==> config.mk <==
export PLATFORM = sky130hd
export DESIGN_NAME = btr_reorder_ctrl
export DESIGN_NICKNAME = d
export VERILOG_FILES = /design/src/rtl/btr_pkg.sv /design/src/rtl/btr_idx_gen.sv /design/src/rtl/btr_reorder_ctrl.sv
export SDC_FILE = /design/constraint.sdc
export NUM_CORES = 1
export LEC_CHECK = 0
export CAP_MARGIN = 40
export CORE_MARGIN = 5
export CORE_UTILIZATION = 51
export DETAILED_ROUTE_END_ITERATION = 7
export PLACE_DENSITY = 0.78
export SLEW_MARGIN = 20
export SYNTH_ARGS = -nofsm -noshare
export SYNTH_HDL_FRONTEND = slang
export SYNTH_SLANG_ARGS = --single-unit
==> constraint.sdc <==
create_clock -name clk -period 4.3 [get_ports clk]
set_input_delay 1.29 -clock clk [delete_from_list [all_inputs] [get_ports clk]]
set_output_delay 1.29 -clock clk [all_outputs]
set_load 0.1 [all_outputs]
==> src/rtl/btr_pkg.sv <==
// Shared types and helpers for the bit-reversal reorder sequencer.
package btr_pkg;

  localparam int MAX_LOG2N = 16;

  typedef enum logic [2:0] {
    ST_IDLE,
    ST_SCAN,
    ST_RD_A,
    ST_RD_B,
    ST_CAP,
    ST_WR_A,
    ST_WR_B,
    ST_DONE
  } btr_state_e;

  // Size exponents beyond the address width would index past the buffer.
  function automatic logic [4:0] clamp_log2n(input logic [4:0] v, input int max_v);
    return (int'(v) > max_v) ? 5'(max_v) : v;
  endfunction

endpackage

==> src/rtl/btr_idx_gen.sv <==
// Partner index generator: full-width bit reverse of idx, right-aligned to log2n bits.
module btr_idx_gen #(
  parameter int AW = 16
) (
  input  logic [AW-1:0] idx,
  input  logic [4:0]    log2n,
  output logic [AW-1:0] rev_idx
);

  logic [AW-1:0] rev_full;
  logic [5:0]    sh;

  for (genvar b = 0; b < AW; b++) begin : g_rev
    assign rev_full[b] = idx[AW-1-b];
  end

  // log2n = 0 shifts by the full width, giving partner 0.
  assign sh      = 6'(AW) - {1'b0, log2n};
  assign rev_idx = rev_full >> sh;

endmodule

==> src/rtl/btr_reorder_ctrl.sv <==
// In-place bit-reversal permutation sequencer over a shared single-port memory.
// Optional early termination via BTRCTL_ABORT_EN (abort input, aborted output).
module btr_reorder_ctrl
  import btr_pkg::*;
#(
  parameter int DW = 16,
  parameter int AW = 16
) (
  input  logic          clk,
  input  logic          rst_n,
  input  logic          start,
  input  logic [4:0]    log2n,
  output logic          busy,
  output logic          done,
  output logic          mem_req,
  output logic          mem_we,
  output logic [AW-1:0] mem_addr,
  output logic [DW-1:0] mem_wdata,
  input  logic          mem_gnt,
  input  logic [DW-1:0] mem_rdata
`ifdef BTRCTL_ABORT_EN
  ,
  input  logic          abort,
  output logic          aborted
`endif
);

  btr_state_e    state_q, state_d;
  logic [AW:0]   i_q, i_d;
  logic [4:0]    log2n_q, log2n_d;
  logic [DW-1:0] reg_a_q, reg_a_d;
  logic [DW-1:0] reg_b_q, reg_b_d;
  logic          rd_vld_q, rd_vld_d;
  logic [AW-1:0] j;
  logic [AW:0]   n_val;
  logic          stop_req;

`ifdef BTRCTL_ABORT_EN
  logic abort_pend_q, abort_pend_d;
  assign stop_req = abort_pend_q;
`else
  assign stop_req = 1'b0;
`endif

  btr_idx_gen #(.AW(AW)) u_idx_gen (
    .idx    (i_q[AW-1:0]),
    .log2n  (log2n_q),
    .rev_idx(j)
  );

  assign n_val = {{AW{1'b0}}, 1'b1} << log2n_q;

  always_comb begin
    state_d  = state_q;
    i_d      = i_q;
    log2n_d  = log2n_q;
    reg_a_d  = reg_a_q;
    reg_b_d  = reg_b_q;
    rd_vld_d = 1'b0;
`ifdef BTRCTL_ABORT_EN
    abort_pend_d = abort_pend_q;
`endif
    // The A word lands one cycle after its grant, whatever RD_B is doing.
    if (rd_vld_q) reg_a_d = mem_rdata;

    case (state_q)
      ST_IDLE: begin
        if (start) begin
          log2n_d = clamp_log2n(log2n, AW);
          i_d     = '0;
          state_d = ST_SCAN;
`ifdef BTRCTL_ABORT_EN
          abort_pend_d = 1'b0;
`endif
        end
      end
      ST_SCAN: begin
        if (i_q == n_val || stop_req) state_d = ST_DONE;
        else if (i_q < {1'b0, j})     state_d = ST_RD_A;
        else                          i_d     = i_q + 1'b1;
      end
      ST_RD_A: begin
        if (mem_gnt) begin
          rd_vld_d = 1'b1;
          state_d  = ST_RD_B;
        end
      end
      ST_RD_B: if (mem_gnt) state_d = ST_CAP;
      ST_CAP: begin
        reg_b_d = mem_rdata;
        state_d = ST_WR_A;
      end
      ST_WR_A: if (mem_gnt) state_d = ST_WR_B;
      ST_WR_B: begin
        if (mem_gnt) begin
          i_d     = i_q + 1'b1;
          state_d = ST_SCAN;
        end
      end
      ST_DONE: begin
        state_d = ST_IDLE;
`ifdef BTRCTL_ABORT_EN
        abort_pend_d = 1'b0;
`endif
      end
      default: state_d = ST_IDLE;
    endcase

`ifdef BTRCTL_ABORT_EN
    if (busy && abort) abort_pend_d = 1'b1;
`endif
  end

  // Memory-side outputs decode registered state only, so gnt never reaches them.
  always_comb begin
    mem_req   = 1'b0;
    mem_we    = 1'b0;
    mem_addr  = '0;
    mem_wdata = '0;
    case (state_q)
      ST_RD_A: begin
        mem_req  = 1'b1;
        mem_addr = i_q[AW-1:0];
      end
      ST_RD_B: begin
        mem_req  = 1'b1;
        mem_addr = j;
      end
      ST_WR_A: begin
        mem_req   = 1'b1;
        mem_we    = 1'b1;
        mem_addr  = i_q[AW-1:0];
        mem_wdata = reg_b_q;
      end
      ST_WR_B: begin
        mem_req   = 1'b1;
        mem_we    = 1'b1;
        mem_addr  = j;
        mem_wdata = reg_a_q;
      end
      default: ;
    endcase
  end

  assign busy = (state_q == ST_SCAN) || (state_q == ST_RD_A) || (state_q == ST_RD_B) ||
                (state_q == ST_CAP)  || (state_q == ST_WR_A) || (state_q == ST_WR_B);
  assign done = (state_q == ST_DONE);

`ifdef BTRCTL_ABORT_EN
  assign aborted = done && abort_pend_q;
`endif

  always_ff @(posedge clk) begin
    if (!rst_n) begin
      state_q  <= ST_IDLE;
      i_q      <= '0;
      log2n_q  <= '0;
      reg_a_q  <= '0;
      reg_b_q  <= '0;
      rd_vld_q <= 1'b0;
`ifdef BTRCTL_ABORT_EN
      abort_pend_q <= 1'b0;
`endif
    end else begin
      state_q  <= state_d;
      i_q      <= i_d;
      log2n_q  <= log2n_d;
      reg_a_q  <= reg_a_d;
      reg_b_q  <= reg_b_d;
      rd_vld_q <= rd_vld_d;
`ifdef BTRCTL_ABORT_EN
      abort_pend_q <= abort_pend_d;
`endif
    end
  end

endmodule

; Yosys cells after proc, flatten, opt, wreduce, memory -nomap -nowiden
; Cells that the tools add are included.
[word_totals]
in_bits = 25
word_cells = 62
mem_count = 0
romBits = 0
register_bits = 58
latch_bits = 0
out_inout_bits = 36
mem_bits_rw = 0
[op_classes]
shift = 2
n_addsub = 2
reduce_logical = 15
n_mul = 0
bitwise = 0
muxes = 19
eq_ne = 16
n_div = 0
n_lt_le_gt_ge = 2
[ops]
columns = operator, count
row1 = $mux W17, 4
row2 = $pmux W16 S2, 2
row3 = $pmux W17 S3, 1
row4 = $pmux W3 S8, 1
row5 = $mux W3, 7
row6 = $add A17 B1 Y17 const B, 1
row7 = $eq A17 B17 Y1, 1
row8 = $lt A17 B16 Y1, 1
row9 = $shl A1 B5 Y17 const A, 1
row10 = $shr A16 B6 Y16, 1
row11 = $ne A2 B2 Y1 const B, 7
row12 = $eq A3 B3 Y1 const B, 4
row13 = $eq A3 B2 Y1 const B, 2
row14 = $reduce_and A6 Y1, 1
row15 = $reduce_or A2 Y1, 3
row16 = $sub A5 B5 Y6 const A, 1
row17 = $gt A5 B5 Y1 const B, 1
row18 = $logic_or A1 B1 Y1, 5
row19 = $mux W5, 1
row20 = $reduce_and A5 Y1, 1
row21 = $reduce_and A2 Y1, 2
row22 = $reduce_or A4 Y1, 1
row23 = $eq A3 B1 Y1 const B, 1
row24 = $logic_not A3 Y1, 1
row25 = other kinds (3), 5

; Depth between registers and ports, before layout
; Gate-level depths: netlist of the first run.
[logic_depth]
word_depth = 6
depth_mapped = 22

; Hierarchy
; Synthesis of the first run repeated with hierarchy kept, for this count alone.
[hier_totals]
cells_unflattened = 595
hier_area_um2 = 4699.5
[modules_own_cells]
columns = module, cells_per_inst, seq_area_each_um2, area_each_um2, instances
row1 = btr_reorder_ctrl, 470, 1161.1, 3799.9, 1
row2 = btr_idx_gen, 125, 0.0, 899.6, 1

; Worst setup path after synthesis of the first run
; No wires, ideal clock.
[synth_path]
path_kind = register to output
from = reg log2n_q[0]
to = out mem_addr[11]
path_stages_with_launch = 10
required_ns = 3.010
t_arrival_ns = 4.422
setup_slack_ns = -1.412
path_cell_list = dfxtp_1 > inv_2 > ha_1 > buf_6 > buf_6 > clkbuf_1 > nor4b_1 > mux2i_1 > or2_2 > o21ai_0
[synth_via]
elab_chain_len = 3
[synth_lines]
columns = item, line
row1 = start: declaration, btr_reorder_ctrl.sv:30  ; logic [4:0] log2n_q, log2n_d;
row2 = start signal: assignment, btr_reorder_ctrl.sv:167  ; log2n_q <= log2n_d;
row3 = $sub A5 B5 Y6, btr_idx_gen.sv:18  ; assign sh = 6'(AW) - {1'b0, log2n};
row4 = $shr A16 B6 Y16, btr_idx_gen.sv:19  ; assign rev_idx = rev_full >> sh;
row5 = $pmux W16 S2, btr_reorder_ctrl.sv:120  ; case (state_q)
row6 = end: declaration, btr_reorder_ctrl.sv:17  ; output logic [AW-1:0] mem_addr,
; No other way between the ends.

; Worst setup path in the final report of the first run
[layout_path]
from = reg log2n_q[0]
to = out mem_addr[1]
; Same word-level chain as after synthesis.

==> impl_metrics.json, run 1 <==
{
  "ir_worst_vdd_mv": 0.290,
  "reg2reg_to": "i_q[9]",
  "ant_nets": 0,
  "clockPowerShare_pct": 16.8,
  "synth_async_sr_flop_share_pct": 0,
  "hold_start": "reg_b_q[3]",
  "drc_errors": 0,
  "cp_data_required_time_ns": 3.01,
  "rrSetupSlack_ns": 0.10,
  "worst_pin_slew_ns": 0.769,
  "ys_ff_latch": 58,
  "p_sw_mw": 1.35,
  "path_cells": "buf_4 > buf_4 > mux2i_1 > nor2b_1 > a2111oi_1 > a21oi_1 > o32ai_2 > buf_4 > a22oi_1 > o22ai_4 > buf_12",
  "skew_ns": 0.0122,
  "synth_top_flop_cell": "dfxtp_1",
  "final_max_slew_viol_count": 0,
  "finalPower_mw": 2.74,
  "initial_core_util_pct": 52.3,
  "fin_nets": 751,
  "core_mm2": 0.00920,
  "drt-total-wl_mm": 16.3,
  "synth_edf_count": 0,
  "worstReg2RegStart": "log2n_q[0]",
  "drt-initial-drc-count": 601,
  "rsz0062_at_grt": "yes",
  "vias": 5362,
  "p_per_area_mw_per_mm2": 424,
  "path_common_cell": "buf_4",
  "antenna_found_initial": 0,
  "min_period_over_period_pct": 98.8,
  "yosysTopAreaCell": "dfxtp_1",
  "clk_latency_ns": 0.35,
  "finalHoldViolCount": 0,
  "root_buffer": "clkbuf_8",
  "slew-limit-headroom_pct": 48.2,
  "crit_slowest_cell": "a2111oi_1",
  "crit_path_end_kind": "primary output",
  "io_pins": 61,
  "avgSynthCellArea_um2": 7.58,
  "netlist_instances": 634,
  "synth_cell_types": 64,
  "fp.dieW_um": 107,
  "finalCriticalPeriod_ns": 4.25,
  "grt_pass1_wl_mm": 25.9,
  "whs_endpoint": "reg_b_q[3]",
  "multi_input_area_mm2": 0.00357,
  "synth.top_cell.area_share_pct": 24.2,
  "setup_violations": 0,
  "seqCellArea_mm2": 0.00116,
  "port_buffers": 60,
  "grt_pass1_vias": 5143,
  "rows": 35,
  "path_buf_inv": 4,
  "synth.most_common_cell": "nand2_1",
  "syn_area_mm2": 0.00481,
  "cts_buffer_depth": 2,
  "cp_top_family": "compound AO/OA/AOI/OAI gates",
  "cts_max_level": 3,
  "max-cap-violations": 0,
  "critPathKind": "reg -> out",
  "dr.pass1.iters": 5,
  "clk_pin_slew_worst_paths_ns": 0.08,
  "stdcell_area_mm2": 0.00648,
  "dp.final_hpwl_mm": 12.2,
  "dpl-instance-area_mm2": 0.00620,
  "hold_path.class": "reg -> reg",
  "p_int_mw": 1.39,
  "power_frac_seq_pct": 25.1,
  "dp_cells": 802,
  "path_max_fanout": 13,
  "worstHoldPathCells": 2,
  "max_stage_delay_ns": 0.40,
  "die_h_um": 107,
  "cts_tree": "done",
  "p_sw_share_pct": 49.4,
  "grtUsageTotal_pct": 28.2,
  "synth_nets": 681,
  "num_antenna_cells": 0,
  "grt_overflow_total": 0,
  "fmax_mhz": 235,
  "cts_hold_buf": 0,
  "drive_above_1_share_pct": 22.6,
  "ys_warn_count": 0,
  "synth-seq-area-share_pct": 24.2,
  "ys_top_cells_by_count": "nand2_1, dfxtp_1, nor2_1",
  "gp_congestion": 1.01,
  "start_kind": "flip-flop",
  "cp.arrival_ns": 2.96,
  "viasPerCell": 6.54,
  "fin_cells": 820,
  "setup_tns_ns": 0,
  "routedWlPerCell_um": 19.9,
  "power_frac_comb_pct": 58.1,
  "r2r_cells": 16,
  "status": "finished clean",
  "p_leak_nw": 2.31,
  "numCtsBuffers": 9,
  "syn_to_final_growth_pct": 34.8,
  "fillers": 721,
  "fp.dieArea_mm2": 0.0115,
  "grt_start_max_net_pins": 27,
  "synth_area_leaders": "dfxtp_1, mux2i_1, nand2_1, ha_1, a21oi_1",
  "cts.sinks": 58
}
worst reg2reg max path, stage by stage (launching register included):
cell	delay, ns
dfxtp_1	0.32
buf_4	0.19
or4_4	0.58
nand2_2	0.09
nand2_1	0.08
a2111oi_0	0.51
o21a_1	0.20
inv_1	0.05
ha_1	0.26
and4_4	0.24
a41o_1	0.23
a211oi_4	0.06
a22oi_2	0.24
a21oi_4	0.09
or3_4	0.43
or4_1	0.49
o21ai_0	0.08
timing repair:
item / 4_1_cts / 5_1_grt
endpoints found under the hold margin: 0 / 0
pin swaps: 0 / 5
setup buffers: 0 / 2
endpoints found under the setup margin: 7 / 13
resized for setup: 8 / 17
flip-flops by register name, indices dropped and copies added (netlist names):
| register | cells |
|---|---|
| reg_a_q | 16 |
| log2n_q | 5 |
| state_q | 3 |
| i_q | 17 |
| rd_vld_q | 1 |
| reg_b_q | 16 |
layout make-up:
cell class | instances | share of cell area [%]
clock buffers | 10 | 2.12
clock inverters | 6 | 0.637
inverters | 16 | 0.927
multi-input cells | 502 | 55.0
flip-flops and latches | 58 | 17.9
well taps | 111 | 2.14
repair buffers | 117 | 21.2
routing by layer:
| metal | share of wire (%) | vias to the layer above | global-route usage, % |
|---|---|---|---|
| met5 | 0 | - | 0 |
| li1 | - | 2478 | - |
| met1 | 40 | 2518 | 35.3 |
| met4 | 4.8 | 0 | 14.3 |
| met3 | 7.6 | 68 | 4.58 |
| met2 | 48 | 298 | 46.5 |
logic make-up after synthesis:
group / synth area share [%]
compound gates: 25.6
xor+xnor: 1.46
buf+inv: 6.17
simple gates: 25.1
mux: 11.9
fa+ha+maj: 5.73
flops: 24.2
cells in the final DEF, fill, tap and decap left out, drive strengths merged, types with 5 or more instances in the layout:
master         count
nand3             11
buf               93
a22oi             10
xor2               6
nand4              7
nor2              56
and3              16
and2               5
ha                22
mux2i             42
a22o              20
o22ai             13
nor4b              5
nor3               9
o311ai            10
nand3b            17
mux4               5
clkdlybuf4s50     24
o21ai             30
nor2b              9
o21a               9
inv               15
a21oi             51
nand2             81
a31oi              6
dfxtp             58
a211oi             5
clkbuf            10
power groups by stage:
stage	clock network (mW)	logic [mW]	registers (mW)
finish	0.462	1.59	0.689
global route	0.491	1.70	0.701
CTS	0.465	1.53	0.685
detailed placement	0	1.49	0.697
global placement	0	1.46	0.697
floorplan	0	1.11	0.641
stage by stage:
step                      hold WS (ns)  worst slack (ns)  utilization (%)
after CTS                        0.457           0.00535             69.7
final                            0.456            0.0496             70.5
after floorplan                  0.437            -0.168                -
after global routing             0.484           -0.0519             70.5
after detailed placement         0.447           -0.0454             67.4
after global placement           0.442           0.00564             67.3
how the worst max path moves through the flow:
stage / slack, ns / cells past startpoint / startpoint / to
2_1_floorplan: -0.17 / 3 / state_q[2] / mem_addr[2]
3_3_place_gp: 0.006 / 18 / log2n_q[0] / i_q[9]
3_5_place_dp: -0.05 / 17 / log2n_q[0] / i_q[9]
4_1_cts: 0.005 / 11 / log2n_q[1] / mem_addr[0]
5_1_grt: -0.05 / 11 / log2n_q[0] / mem_addr[1]
6_report: 0.05 / 11 / log2n_q[0] / mem_addr[1]
(Power assumes the default switching activity.)
==> inputs of run 2 (changes only) <==
--- a/config.mk
+++ b/config.mk
@@ -10,7 +10,7 @@
 export CORE_UTILIZATION = 51
 export DETAILED_ROUTE_END_ITERATION = 7
 export PLACE_DENSITY = 0.78
-export SLEW_MARGIN = 20
+export SLEW_MARGIN = 10
 export SYNTH_ARGS = -nofsm -noshare
 export SYNTH_HDL_FRONTEND = slang
 export SYNTH_SLANG_ARGS = --single-unit
==> run 2 against run 1 <==
  * Worst hold slack better by 0.0052 ns
  * Setup slack better by 0.053 ns
  * Final area up 2.0%
  * Die area unchanged
  * Critical path type unchanged
  * Critical endpoint is now mem_addr[4]
==> impl_metrics.json, run 2 (synthesized netlist as in run 1, its figures left out) <==
{
  "status": "finished clean",
  "gp_congestion": 1.01,
  "dp.final_hpwl_mm": 12.2,
  "rows": 35,
  "cts.sinks": 58,
  "critPathKind": "reg -> out",
  "grt_start_max_net_pins": 27,
  "finalCriticalPeriod_ns": 4.20,
  "initial_core_util_pct": 52.3,
  "finalHoldViolCount": 0,
  "syn_to_final_growth_pct": 37.5,
  "ir_worst_vdd_mv": 0.338,
  "slew-limit-headroom_pct": 53.1,
  "min_period_over_period_pct": 97.6,
  "rrSetupSlack_ns": 0.15,
  "hold_path.class": "reg -> reg",
  "power_frac_seq_pct": 24.5,
  "io_pins": 61,
  "layout_commonest_cell": "nand2_1",
  "fp.dieArea_mm2": 0.0115,
  "grt_pass1_wl_mm": 25.8,
  "numCtsBuffers": 9,
  "dp_cells": 802,
  "grt_overflow_total": 0,
  "regMostFlops": "i_q",
  "final_max_slew_viol_count": 0,
  "antenna_found_initial": 0,
  "hold_start": "reg_b_q[15]",
  "worst_pin_slew_ns": 0.696,
  "drt-initial-drc-count": 608,
  "reg2reg_to": "i_q[9]",
  "fmax_mhz": 238,
  "cts_buffer_depth": 2,
  "start_kind": "flip-flop",
  "port_buffers": 60,
  "ant_nets": 0,
  "max-cap-violations": 0,
  "rsz0062_at_grt": "yes",
  "grt_pass1_vias": 5202,
  "cts_tree": "done",
  "p_leak_nw": 2.37,
  "die_h_um": 107,
  "dr.pass1.iters": 5,
  "reg.largest.list": "i_q: 17 flops, reg_a_q: 16 flops, reg_b_q: 16 flops",
  "cp_data_required_time_ns": 3.01,
  "viasPerCell": 6.52,
  "fp.dieW_um": 107,
  "clockPowerShare_pct": 16.3,
  "routedWlPerCell_um": 19.9,
  "p_per_area_mw_per_mm2": 426,
  "cts_max_level": 3,
  "fin_nets": 761,
  "crit_path_end_kind": "primary output",
  "largest_reg_flops": 17,
  "fin_util_pct": 71.9,
  "crit_path_end": "mem_addr[4]",
  "crit_start": "log2n_q[0]",
  "num_antenna_cells": 0,
  "path_max_fanout": 13,
  "setup_violations": 0,
  "drive_above_1_share_pct": 24.3,
  "drt-total-wl_mm": 16.5,
  "fin_cells": 830,
  "skew_ns": 0.0106,
  "clk_latency_ns": 0.36,
  "root_buffer": "clkbuf_8",
  "clk_pin_slew_worst_paths_ns": 0.07,
  "p_sw_mw": 1.38,
  "power_frac_comb_pct": 59.2,
  "p_sw_share_pct": 48.9,
  "core_mm2": 0.00920,
  "worstReg2RegStart": "log2n_q[0]",
  "layout_common_cells": "nand2_1, buf_4, dfxtp_1",
  "p_int_mw": 1.44,
  "drc_errors": 0,
  "grtUsageTotal_pct": 28.3,
  "r2r_cells": 17,
  "cp.arrival_ns": 2.91,
  "vias": 5410
}
-- run 2: how the worst min path moves through the flow --
stage / slack [ns] / endpoint / cells after the start
after floorplan: 0.44 / reg_b_q[0] / 2
after global placement: 0.44 / reg_b_q[9] / 2
after detailed placement: 0.45 / reg_b_q[9] / 2
after CTS: 0.46 / reg_b_q[9] / 2
after global routing: 0.48 / reg_b_q[15] / 2
final: 0.46 / reg_b_q[15] / 2
-- run 2: worst max-delay path, stage by stage (launching register included) --
cell and delay, ns:
dfxtp_1 0.33, buf_6 0.16, or4_4 0.56, and2_0 0.18, a211oi_1 0.17, a21oi_1 0.07, o21ai_1 0.23, and3_1 0.22
buf_4 0.13, a22oi_1 0.07, o22ai_2 0.23, buf_12 0.20
-- run 2: repair_timing --
| item | in CTS | in global routing |
|---|---|---|
| endpoints found under the setup margin | 12 | 21 |
| pin swaps | 0 | 18 |
| buffers inserted | 0 | 11 |
| gates resized for setup | 9 | 27 |
| gates cloned | 0 | 1 |
| hold buffers | 0 | 0 |
-- run 2: metrics by stage --
step	cell area, um2	hold WS [ns]	setup slack [ns]	setup TNS (ns)	power (mW)
2_1_floorplan	4940	0.437	-0.168	-0.168	1.75
3_3_place_gp	6190	0.442	0.00564	0	2.16
3_5_place_dp	6200	0.450	-0.0744	-0.271	2.20
4_1_cts	6410	0.459	-0.0127	-0.0127	2.68
5_1_grt	6610	0.485	-0.0798	-0.232	2.97
6_report	6610	0.461	0.103	0	2.81
-- run 2: per-layer routing --
layer / track usage, % / wire length (um)
met3: 5.36 / 1240
met5: 0 / 0
met2: 47.2 / 7770
met4: 15.7 / 874
met1: 34.1 / 6610
-- run 2: power groups by stage --
stage	Clock (mW)	Sequential (mW)	Combinational, mW
after floorplan	0	0.641	1.11
after global placement	0	0.697	1.46
after detailed placement	0	0.697	1.50
after CTS	0.466	0.686	1.53
after global routing	0.495	0.701	1.78
final	0.459	0.689	1.67
-- run 2: cell type report --
class	instances	area [um2]
multi-input cells	503	3610
fillers	724	2590
inverters	16	60.1
flip-flops and latches	58	1160
repair buffers	126	1460
well taps	111	139
clock inverters	6	42.5
clock buffers	10	138
==> patch, RTL diff (flow settings as in run 1) <==
`i_q` no longer has a reset.
--- a/src/rtl/btr_reorder_ctrl.sv
+++ b/src/rtl/btr_reorder_ctrl.sv
@@ -153,7 +153,6 @@
   always_ff @(posedge clk) begin
     if (!rst_n) begin
       state_q  <= ST_IDLE;
-      i_q      <= '0;
       log2n_q  <= '0;
       reg_a_q  <= '0;
       reg_b_q  <= '0;
@@ -163,7 +162,6 @@
 `endif
     end else begin
       state_q  <= state_d;
-      i_q      <= i_d;
       log2n_q  <= log2n_d;
       reg_a_q  <= reg_a_d;
       reg_b_q  <= reg_b_d;
@@ -174,5 +172,9 @@
     end
   end
 
+  always_ff @(posedge clk) begin
+    i_q <= i_d;
+  end
+
 endmodule
 
Behaviour: no difference found for any inputs over 10 cycles, from zero or initial values and one cycle with rst_n low; that may be too few to reach the edited logic, so the function may still have changed.
==> patch against run 1 <==
Design area fell by 1.2%. Critical path depth fell by 3. Synthesized cell count fell by 4.1%. Sequential cell count did not move. Routed wire length fell by 5.4%. Area after synthesis rose by 3.6%. Via count fell by 8.5%. Setup slack improved by 7.2 ps. Total power rose by 30%. Register-to-register slack improved by 280 ps. Sequential power rose by 30%. Clock skew barely moved. Core utilization fell by 4.0 points. Highest routed layer unchanged.
==> patch: results (changes against run 1) <==
outcome = finished clean
Leak Pwr = 2.23 nW (-3.6%)
Hold Slack = 469 ps (+13.1 ps)
Compound-Gate Fraction of Synth Area = 20.9% (-4.7 points)
reg2reg end = i_q[5]
first-pass GRT wire length = 24,900 um (-3.9%)
Seq. pwr = 899 uW (+30%)
tap cell count = 133 (+20%)
layout cells sized above 1 = 19.9% (-2.7 points)
Wirelength per Cell = 19.5 um (-1.9%)
vias in the first global route = 4,725 (-8.1%)
pre-CTS WS = 430 ps (+475 ps)
Overall Global Routing Usage = 27.0% (-1.2 points)
skew final = 12.0 ps (-0.176 ps)
sequential fraction of total cell area = 20.8% (+2.9 points)
cts repair resizes = 0 (-8)
combinational share of power = 60.9% (+2.8 points)
Vias = 4,906 (-8.5%)
Synth Instances = 608 (-4.1%)
DP Area = 6160 um^2 (-0.63%)
Area Growth Syn to Fin = 28.6%
internal power = 1.83 mW (+31%)
data arrival time of the worst path = 2950 ps (about the same)
Placed Cells = 776 (-3.2%)
fill count = 816 (+13%)
R2R Setup Slk = 380 ps (+280 ps)
clk tree area frac = 3.05% (+0.29 points)
EDFF count, synth = 17 (+17)
Post-Layout Cell Count = 791 (-3.5%)
sequential area share after synthesis = 26.7% (+2.6 points)
invs w/o clock = 18 (+2)
synth top area cells = dfxtp_1 16%, edfxtp_1 10%, mux2i_1 6.8%
Final GP Congestion = 1.05 (+4.1%)
patch: worst max path at each step:
stage / slack [ps] / start / cells past startpoint / to
2_1_floorplan: -20 / log2n_q[0] / 12 / mem_addr[1]
3_3_place_gp: 450 / log2n_q[0] / 7 / mem_addr[11]
3_5_place_dp: 430 / log2n_q[0] / 8 / mem_addr[2]
4_1_cts: 40 / log2n_q[0] / 8 / mem_addr[2]
5_1_grt: -40 / log2n_q[0] / 8 / mem_addr[2]
6_report: 60 / log2n_q[0] / 8 / mem_addr[2]
patch: worst max-delay path, stage by stage, from the launching register on:
cell and delay (ps):
dfxtp_2 400, clkinv_8 90, ha_4 460, mux4_2 560
mux4_2 490, nand2_1 110, o21bai_1 120, o211ai_1 160
buf_12 200
patch: routing by layer:
metal / up-vias / GRT usage (%) / share of wire (%)
met1: 2372 / 35.6 / 43
li1: 2306 / - / -
met4: 0 / 10.1 / 2.7
met3: 37 / 5.15 / 6.5
met2: 191 / 43.8 / 48
met5: - / 0 / 0
